**src/rtl/alu_multicycle.sv**
```systemverilog
// Multi-cycle ALU: single-cycle ops complete at accept; variable shifts and
// multiply iterate one step per clock, with a valid/ready handshake on both sides.
module alu_multicycle #(
  parameter int unsigned WIDTH   = 16,
  parameter int unsigned SHAMT_W = 4
) (
  input  logic               clk,
  input  logic               reset,
  input  logic               in_valid,
  output logic               in_ready,
  input  logic [3:0]         alu_op,
  input  logic [WIDTH-1:0]   alu_input1,
  input  logic [WIDTH-1:0]   alu_input2,
  output logic               out_valid,
  input  logic               out_ready,
  output logic [WIDTH-1:0]   alu_result,
  output logic               overflow_flag
);

  localparam int unsigned CNT_W = $clog2(WIDTH + 1);
  localparam int unsigned ACC_W = 2 * WIDTH;

  localparam logic [1:0] IDLE = 2'd0;
  localparam logic [1:0] EXEC = 2'd1;
  localparam logic [1:0] DONE = 2'd2;

  localparam logic [3:0] OP_ADD  = 4'd0;
  localparam logic [3:0] OP_SUB  = 4'd1;
  localparam logic [3:0] OP_AND  = 4'd2;
  localparam logic [3:0] OP_ORR  = 4'd3;
  localparam logic [3:0] OP_NOT  = 4'd4;
  localparam logic [3:0] OP_TCP  = 4'd5;
  localparam logic [3:0] OP_SHL  = 4'd6;
  localparam logic [3:0] OP_SHR  = 4'd7;
  localparam logic [3:0] OP_SHLV = 4'd8;
  localparam logic [3:0] OP_SHRV = 4'd9;
  localparam logic [3:0] OP_MUL  = 4'd10;
  localparam logic [3:0] OP_SLT  = 4'd11;

  localparam logic [WIDTH-1:0] MIN_NEG = {1'b1, {(WIDTH-1){1'b0}}};

  logic [1:0]         state_q;
  logic [1:0]         state_d;
  logic [3:0]         op_q;
  logic [CNT_W-1:0]   cnt_q;
  logic [WIDTH-1:0]   sh_q;
  logic               sticky_q;
  logic [ACC_W-1:0]   acc_q;
  logic [ACC_W-1:0]   mcand_q;
  logic [WIDTH-1:0]   mplier_q;

  logic               accept;
  logic               iter_start;
  logic               last_step;
  logic [SHAMT_W-1:0] shamt;
  logic [WIDTH-1:0]   sum;
  logic [WIDTH-1:0]   diff;
  logic [WIDTH-1:0]   fast_res;
  logic               fast_ovf;
  logic [WIDTH-1:0]   sh_step;
  logic               sh_step_ovf;
  logic [ACC_W-1:0]   acc_step;

  // Handshake and control decode
  assign in_ready   = (state_q == IDLE) && !reset;
  assign out_valid  = (state_q == DONE);
  assign accept     = in_valid && in_ready;
  assign shamt      = alu_input2[SHAMT_W-1:0];
  assign iter_start = (alu_op == OP_MUL) ||
                      (((alu_op == OP_SHLV) || (alu_op == OP_SHRV)) && (shamt != '0));
  assign last_step  = (cnt_q == CNT_W'(1));

  assign sum  = alu_input1 + alu_input2;
  assign diff = alu_input1 - alu_input2;

  // Results that are fully known at the accepting edge
  always_comb begin
    fast_res = '0;
    fast_ovf = 1'b0;
    case (alu_op)
      OP_ADD: begin
        fast_res = sum;
        fast_ovf = (alu_input1[WIDTH-1] == alu_input2[WIDTH-1]) &&
                   (sum[WIDTH-1] != alu_input1[WIDTH-1]);
      end
      OP_SUB: begin
        fast_res = diff;
        fast_ovf = (alu_input1[WIDTH-1] != alu_input2[WIDTH-1]) &&
                   (diff[WIDTH-1] != alu_input1[WIDTH-1]);
      end
      OP_AND: fast_res = alu_input1 & alu_input2;
      OP_ORR: fast_res = alu_input1 | alu_input2;
      OP_NOT: fast_res = ~alu_input1;
      OP_TCP: begin
        fast_res = ~alu_input1 + WIDTH'(1);
        fast_ovf = (alu_input1 == MIN_NEG);
      end
      OP_SHL: begin
        fast_res = {alu_input1[WIDTH-2:0], 1'b0};
        fast_ovf = (alu_input1[WIDTH-1] != alu_input1[WIDTH-2]);
      end
      OP_SHR:  fast_res = {alu_input1[WIDTH-1], alu_input1[WIDTH-1:1]};
      OP_SHLV: fast_res = alu_input1;
      OP_SHRV: fast_res = alu_input1;
      OP_SLT:  fast_res = {{(WIDTH-1){1'b0}}, ($signed(alu_input1) < $signed(alu_input2))};
      default: begin
        fast_res = '0;
        fast_ovf = 1'b0;
      end
    endcase
  end

  // One iteration step for the variable shifts and the shift-add multiplier
  always_comb begin
    sh_step     = {sh_q[WIDTH-1], sh_q[WIDTH-1:1]};
    sh_step_ovf = 1'b0;
    if (op_q == OP_SHLV) begin
      sh_step     = {sh_q[WIDTH-2:0], 1'b0};
      sh_step_ovf = (sh_q[WIDTH-1] != sh_q[WIDTH-2]);
    end
    acc_step = mplier_q[0] ? (acc_q + mcand_q) : acc_q;
  end

  always_ff @(posedge clk or posedge reset) begin
    if (reset) begin
      state_q <= IDLE;
    end else begin
      state_q <= state_d;
    end
  end

  always_comb begin
    state_d = state_q;
    case (state_q)
      IDLE: begin
        if (accept) begin
          state_d = iter_start ? EXEC : DONE;
        end
      end
      EXEC: begin
        if (last_step) begin
          state_d = DONE;
        end
      end
      DONE: begin
        if (out_ready) begin
          state_d = IDLE;
        end
      end
      default: state_d = IDLE;
    endcase
  end

  // Operand capture, iteration datapath and result registers
  always_ff @(posedge clk or posedge reset) begin
    if (reset) begin
      op_q          <= '0;
      cnt_q         <= '0;
      sh_q          <= '0;
      sticky_q      <= 1'b0;
      acc_q         <= '0;
      mcand_q       <= '0;
      mplier_q      <= '0;
      alu_result    <= '0;
      overflow_flag <= 1'b0;
    end else if (accept) begin
      op_q     <= alu_op;
      sh_q     <= alu_input1;
      sticky_q <= 1'b0;
      acc_q    <= '0;
      mcand_q  <= ACC_W'(alu_input1);
      mplier_q <= alu_input2;
      cnt_q    <= (alu_op == OP_MUL) ? CNT_W'(WIDTH) : CNT_W'(shamt);
      if (!iter_start) begin
        alu_result    <= fast_res;
        overflow_flag <= fast_ovf;
      end
    end else if (state_q == EXEC) begin
      cnt_q <= cnt_q - CNT_W'(1);
      if (op_q == OP_MUL) begin
        acc_q    <= acc_step;
        mcand_q  <= {mcand_q[ACC_W-2:0], 1'b0};
        mplier_q <= {1'b0, mplier_q[WIDTH-1:1]};
        if (last_step) begin
          alu_result    <= acc_step[WIDTH-1:0];
          overflow_flag <= |acc_step[ACC_W-1:WIDTH];
        end
      end else begin
        sh_q     <= sh_step;
        sticky_q <= sticky_q | sh_step_ovf;
        if (last_step) begin
          alu_result    <= sh_step;
          overflow_flag <= sticky_q | sh_step_ovf;
        end
      end
    end
  end

endmodule

```
**config.mk**
```make
export PLATFORM = sky130hd
export DESIGN_NAME = alu_multicycle
export DESIGN_NICKNAME = d
export VERILOG_FILES = /design/src/rtl/alu_multicycle.sv
export SDC_FILE = /design/constraint.sdc
export NUM_CORES = 1
export LEC_CHECK = 0
export BUFFER_PORTS_ARGS = -buffer_cell sky130_fd_sc_hd__buf_2
export CAP_MARGIN = 5
export CORE_MARGIN = 5
export CORE_UTILIZATION = 45
export CTS_CLUSTER_DIAMETER = 100
export DETAILED_ROUTE_END_ITERATION = 12
export GPL_ROUTABILITY_DRIVEN = 0
export GPL_TIMING_DRIVEN = 0
export HOLD_SLACK_MARGIN = 0.08
export SYNTH_ARGS = -nofsm -noshare
export SYNTH_HDL_FRONTEND = slang
export SYNTH_SLANG_ARGS = --single-unit
```
**constraint.sdc**
```tcl
create_clock -name clk -period 3.8 [get_ports clk]
set_input_delay 0.19 -clock clk [delete_from_list [all_inputs] [get_ports clk]]
set_output_delay 0.19 -clock clk [all_outputs]
set_load 0.05 [all_outputs]
```
== After elaboration in Yosys (flattened, before gate mapping) ==
Index checks and enable logic that the tools add are counted.

* Bitwise logic cells: 4
* Magnitude comparators: 1
* Muxes and demuxes: 40
* Equal/unequal tests: 28
* Add/sub/neg operators: 5
* Reductions and logical operators: 20

{| class="wikitable"
|+ Operators by type and width
! kind !! number
|-
| 32-bit 2-to-1 mux || 7
|-
| 16-bit 2-to-1 mux || 13
|-
| 16-bit case mux with 10 select lines || 1
|-
| 32-bit adder || 1
|-
| 4-bit == test (second input constant) || 6
|-
| 16-bit by 1-bit adder with 16-bit output (second input constant) || 1
|-
| 16-bit adder || 1
|-
| 16-bit bitwise AND || 1
|-
| 16-bit == test (second input constant) || 1
|-
| 4-bit by 3-bit == test with 1-bit output (second input constant) || 4
|-
| 16-bit less-than comparator || 1
|-
| 16-bit inverter || 1
|-
| 16-bit OR || 1
|-
| 16-bit OR reduction || 1
|-
| 16-bit subtractor || 1
|-
| 5-bit 2-to-1 mux || 3
|-
| 1-bit 2-to-1 mux || 10
|-
| 4-bit by 2-bit == test with 1-bit output (second input constant) || 2
|-
| 2-bit 2-to-1 mux || 4
|-
| 2-bit inequality test (second input constant) || 4
|-
| 2-bit case mux with 3 select lines || 1
|-
| 3-bit AND reduction || 2
|-
| 2-bit nonzero test || 3
|-
| 5-bit by 1-bit == test with 1-bit output (second input constant) || 1
|-
| 17 further kinds || 27
|}

* Logic and storage cells: 108
* Input bits: 40
* Bits in registers: 125
* Output and inout bits: 19

== Depth between registers and ports, before layout ==
* Word-level depth: 7
* Mapped depth: 14
* Gate-level depth less buffers: 14

== Worst setup path before layout ==
Ideal clock, no wire load.

* Path kind: register to register
* Start: register state_q[1]
* End: register alu_result[0]
* Cell stages (with the launch flop): 10
* Arrival time: 2884 ps
* Setup time: 131 ps
* Setup slack: 785 ps
* Period minus slack after synthesis: 3015 ps
* Data required time: 3669 ps
* Cells stage by stage: dfrtp_1 > nor3_1 > and2_1 > clkbuf_1 > nand2_1 > o21ai_2 > clkbuf_1 > o21ai_0 > o21ai_0 > o31ai_1

* Cells in the longest elaborated chain, start to end: 5
* Elaborated cells on any way between the ends: 9
* Those cells by class: eq/ne (2); mux (1); reduce/logical (6)

{| class="wikitable"
|+ Ends and longest elaborated chain
! item !! line !! RTL
|-
| start, declared || 42 || <nowiki>logic [1:0] state_q;</nowiki>
|-
| start signal, assigned || 128 || <nowiki>state_q <= state_d;</nowiki>
|-
| 2-bit logical NOT * || 65 || <nowiki>assign in_ready = (state_q == IDLE) && !reset;</nowiki>
|-
| 1-bit logical AND * || 65 ||
|-
| net in_ready || 10 || <nowiki>output logic in_ready,</nowiki>
|-
| 1-bit logical AND * || 67 || <nowiki>assign accept = in_valid && in_ready;</nowiki>
|-
| 2-bit inequality test (no line) / 2-bit nonzero test (equally long branches) || n/a ||
|-
| 3-bit AND reduction (no line) || n/a ||
|-
| end signal, assigned || 175 || <nowiki>alu_result <= fast_res;</nowiki>
|-
| end signal, assigned || 185 || <nowiki>alu_result <= acc_step[WIDTH-1:0];</nowiki>
|-
| end signal, assigned || 192 || <nowiki>alu_result <= sh_step;</nowiki>
|-
| end, declared || 16 || <nowiki>output logic [WIDTH-1:0] alu_result,</nowiki>
|}

The timed path passes the listed nets; every way through them passes the cells marked *.
A chain may end at the register's enable or synchronous reset.

== Final worst setup path ==
* Start: register acc_q[0]
* End: register overflow_flag

* Cells in the longest elaborated chain, start to end: 7

{| class="wikitable"
|+ Ends and longest elaborated chain
! item !! line !! RTL
|-
| start, declared || 48 || <nowiki>logic [ACC_W-1:0] acc_q;</nowiki>
|-
| start signal, assigned || 181 || <nowiki>acc_q <= acc_step;</nowiki>
|-
| 32-bit adder || 121 || <nowiki>acc_step = mplier_q[0] ? (acc_q + mcand_q) : acc_q;</nowiki>
|-
| 32-bit 2-to-1 mux || 121 ||
|-
| 16-bit OR reduction || 186 || <nowiki>overflow_flag <= |acc_step[ACC_W-1:WIDTH];</nowiki>
|-
| 1-bit 2-to-1 mux || 184 || <nowiki>if (last_step) begin</nowiki>
|-
| 1-bit 2-to-1 mux || 180 || <nowiki>if (op_q == OP_MUL) begin</nowiki>
|-
| 1-bit 2-to-1 mux || 178 || <nowiki>end else if (state_q == EXEC) begin</nowiki>
|-
| 1-bit 2-to-1 mux || 166 || <nowiki>end else if (accept) begin</nowiki>
|-
| end signal, assigned || 176 || <nowiki>overflow_flag <= fast_ovf;</nowiki>
|-
| end signal, assigned || 186 ||
|-
| end signal, assigned || 193 || <nowiki>overflow_flag <= sticky_q | sh_step_ovf;</nowiki>
|-
| end, declared || 17 || <nowiki>output logic overflow_flag</nowiki>
|}

No other way between the ends. The select of a mux whose other input is x is not followed.

==> reports/metrics.csv <==
stage;metric;value;unit
place;DP Area;0.0115;sq mm
timing;post-route minimum period;3460;ps
setup_path;CP startpoint kind;flip-flop;
detailed_routing;vias per cell;6.04;
clock_network;Post-CTS Hold Buffers;8;
detailed_routing;DR vias;10700;
layout;Layout area overhead;13.0;%
detailed_routing;wl on met1;16700;um
pwr;VDD IR-drop max;0.000312;V
layout;# diodes;0;
place;I/O Buffers;57;
flow_run;Max-Cap Viols;0;
setup_path;worst path required time;4090;ps
clock_network;CTS Sinks;125;
timing;Slew Viols, Final;0;
global_routing;initial antenna violation count;1;
floorplanning;CORE AREA;0.0235;sq mm
layout;Fillers;2350;
detailed_routing;Routed WL;37300;um
layout;layout cells sized above 1;0.105;
min_path;Hold/Removal Path Class;input pin to flip-flop;
timing;fmax;289;MHz
floorplanning;die area;0.0271;sq mm
detailed_routing;drc violations;0;
floorplanning;row count;56;
global_routing;largest net degree at the start of global routing;97;
floorplanning;Die W;165;um
place;DP Worst Slack;303;ps
yosys;largest area contributor in the netlist;dfrtp_1;
yosys;syn_nets;1486;
global_routing;Total GRT Usage;0.279;
floorplanning;Starting Density;0.458;
setup_path;WS Path Type;flip-flop to flip-flop;
floorplanning;# IOs;59;
global_routing;first-pass GRT wire length;58700;um
yosys;Synth async-reset ratio;1.00;
yosys;Post-synth EDFFs;0;
yosys;Synth Instances;1359;
detailed_routing;router iterations before antenna repair;6;
timing;worst relative slew slack;0.311;
clock_network;TritonCTS clock tree;yes;
floorplanning;DIE HEIGHT;165;um
timing;Final WS setup;340;ps
clock_network;CTS Buffer Depth;2;
yosys;largest cells by area after synthesis;dfrtp_1, ha_1, nand2_1, o21ai_0, a21oi_1;
clock_network;CTS H-tree depth;4;
timing;unrepaired setup endpoints after global routing;no;
timing;Tcrit/Tclk final;0.911;
yosys;Post-Syn Area;0.0108;sq mm
layout;Post-Layout Cell Count;1776;
setup_path;CP endpoint kind;flip-flop;
pwr;PwrDens;552;mW/mm^2
place;dpl cells;1736;
detailed_routing;Highest Signal Layer;met5;
layout;fin nets;1571;
clock_network;Setup Buffers After CTS;0;
timing;Final Hold Fails;0;
clock_network;CTS Buf Count;17;
yosys;Ys Warns;0;
detailed_routing;antenna-violating nets left;0;
place;detailed placement HPWL;28900;um
yosys;proportion of netlist area held by the largest area contributor;0.291;
clock_network;clk_lat worst skew;430;ps
clock_network;clock root buffer;clkbuf_16;
timing;Final setup violation count;0;
clock_network;clk slew on worst S/H paths;70;ps
detailed_routing;Routed WL per cell;21.0;um
run_status;run status;completed;
setup_path;peak fanout along the critical path;3;
layout;post-route design area;0.0121;sq mm
global_routing;GRT overflow;0;
detailed_routing;met3 routed WL;1940;um
yosys;synthesized flop and latch total;125;
layout;post-layout util;0.517;
timing;clock skew;13.0;ps
timing;worst-margin pin slew;1030;ps
clock_network;CTS resizes;0;
setup_path;Critical Path AT;3750;ps
yosys;Netlist cell types;92;
detailed_routing;WL met2;17200;um
global_routing;vias in the first global route;10400;
pwr;Pleak;5.43;nW
yosys;sequential share of the synthesized area;0.291;
yosys;Top FF cell, synth;dfrtp_1;
timing;hold_ws;88.6;ps
detailed_routing;1st-iter DRT viols;997;
yosys;Syn Area/Cell;7.91;sq um
[state kept, by name (all words and copies together), names as in the netlist]
name,count
mplier_q,16
sh_q,16
cnt_q,5
acc_q,32
op_q,4
alu_result,16
state_q,2
overflow_flag,1
sticky_q,1
mcand_q,32
[cell usage after synthesis (all sizes together), types with 8 or more instances]
library cell and n:
a22o 8, or3 11, clkbuf 59, ha 84, nand4 14, xnor2 29
dfrtp 125, o31ai 12, nor3 40, nand2 194, buf 23, o21bai 9
nor4 12, xor2 13, nand3 58, o211ai 10, o21ai 128, inv 61
o21a 10, mux2i 40, a21oi 101, nor2b 10, nand2b 9, a31oi 34
nor2 111, and3 12, a211oi 25, a21o 11, a22oi 10
[worst paths after layout]
kind	depth (start not counted)	slack (ps)	startpoint	endpoint
setup / recovery	12	340	acc_q[0]	overflow_flag
hold / removal	3	90	alu_input2[6]	mplier_q[6]
setup reg to reg	12	340	acc_q[0]	overflow_flag
hold reg to reg	2	480	alu_result[1]	alu_result[1]
max in group asynchronous	4	2700	reset	acc_q[7]
min in group asynchronous	3	310	reset	cnt_q[2]
[critical path, stage by stage, from the launching register on]
cell and delay, ps:
dfrtp_1 400, ha_1 270, fa_1 460, a211oi_2 270, o21ai_1 180, nand3_1 100
nand3_1 130, a21oi_1 340, xnor2_1 140, a2111oi_1 400, nand4_1 190, nor4_2 360
o21ai_1 100
[metal layers]
layer,up-vias,track usage
li1,5095,-
met1,5159,0.383
met2,397,0.453
met3,77,0.0314
met4,2,0.107
met5,-,0
[cell type report]
class                   count  area [sq um]  area share
repair buffers             66           393      0.0323
plain buffers              82           372      0.0306
clock buffers              19           443      0.0365
inverters                  61           234      0.0193
flip-flops and latches    125          3130       0.258
well taps                 319           399      0.0329
clock inverters            13           154      0.0127
multi-input cells        1091          7020       0.578
[power breakdown]
part           switching (mW)  internal [mW]
Clock                   0.686          0.998
Combinational            1.96          0.956
Sequential              0.360           1.75
[layout by cell type (no fill, tap or decap), types with 9 or more instances in the layout]
| cell type | n |
|---|---|
| a22oi_1 | 10 |
| o21bai_1 | 9 |
| clkbuf_1 | 58 |
| and3_1 | 12 |
| nand2b_1 | 9 |
| nor2b_1 | 10 |
| nand2_1 | 194 |
| a211oi_1 | 19 |
| nand3_1 | 56 |
| o31ai_1 | 9 |
| o211ai_1 | 10 |
| o21ai_1 | 11 |
| or3_1 | 11 |
| o21a_1 | 9 |
| nand4_1 | 14 |
| a31oi_1 | 34 |
| a21oi_1 | 98 |
| nor3_1 | 40 |
| buf_2 | 65 |
| mux2i_1 | 40 |
| xor2_1 | 13 |
| inv_1 | 59 |
| clkbuf_16 | 17 |
| nor2_1 | 111 |
| o21ai_0 | 114 |
| buf_1 | 9 |
| xnor2_1 | 29 |
| ha_1 | 84 |
| dfrtp_1 | 125 |
[cell families (layout without fill, tap and decap cells)]
group	after synthesis	after routing	share of synthesized area
AO/OA/AOI/OAI	423	423	0.260
XOR/XNOR	42	42	0.0342
AND/OR/NAND/NOR	493	493	0.212
multiplexers	46	46	0.0439
adder cells (fa/ha/maj)	87	87	0.103
buffers and inverters	143	241	0.0559
flip-flops	125	125	0.291
[metrics by stage]
step / power, mW / setup TNS, ps
floorplan: 4.10 / 0
global placement: 4.94 / -173160
detailed placement: 4.98 / 0
CTS: 6.69 / 0
global route: 7.09 / 0
finish: 6.70 / 0
(Power assumes the default switching activity.)
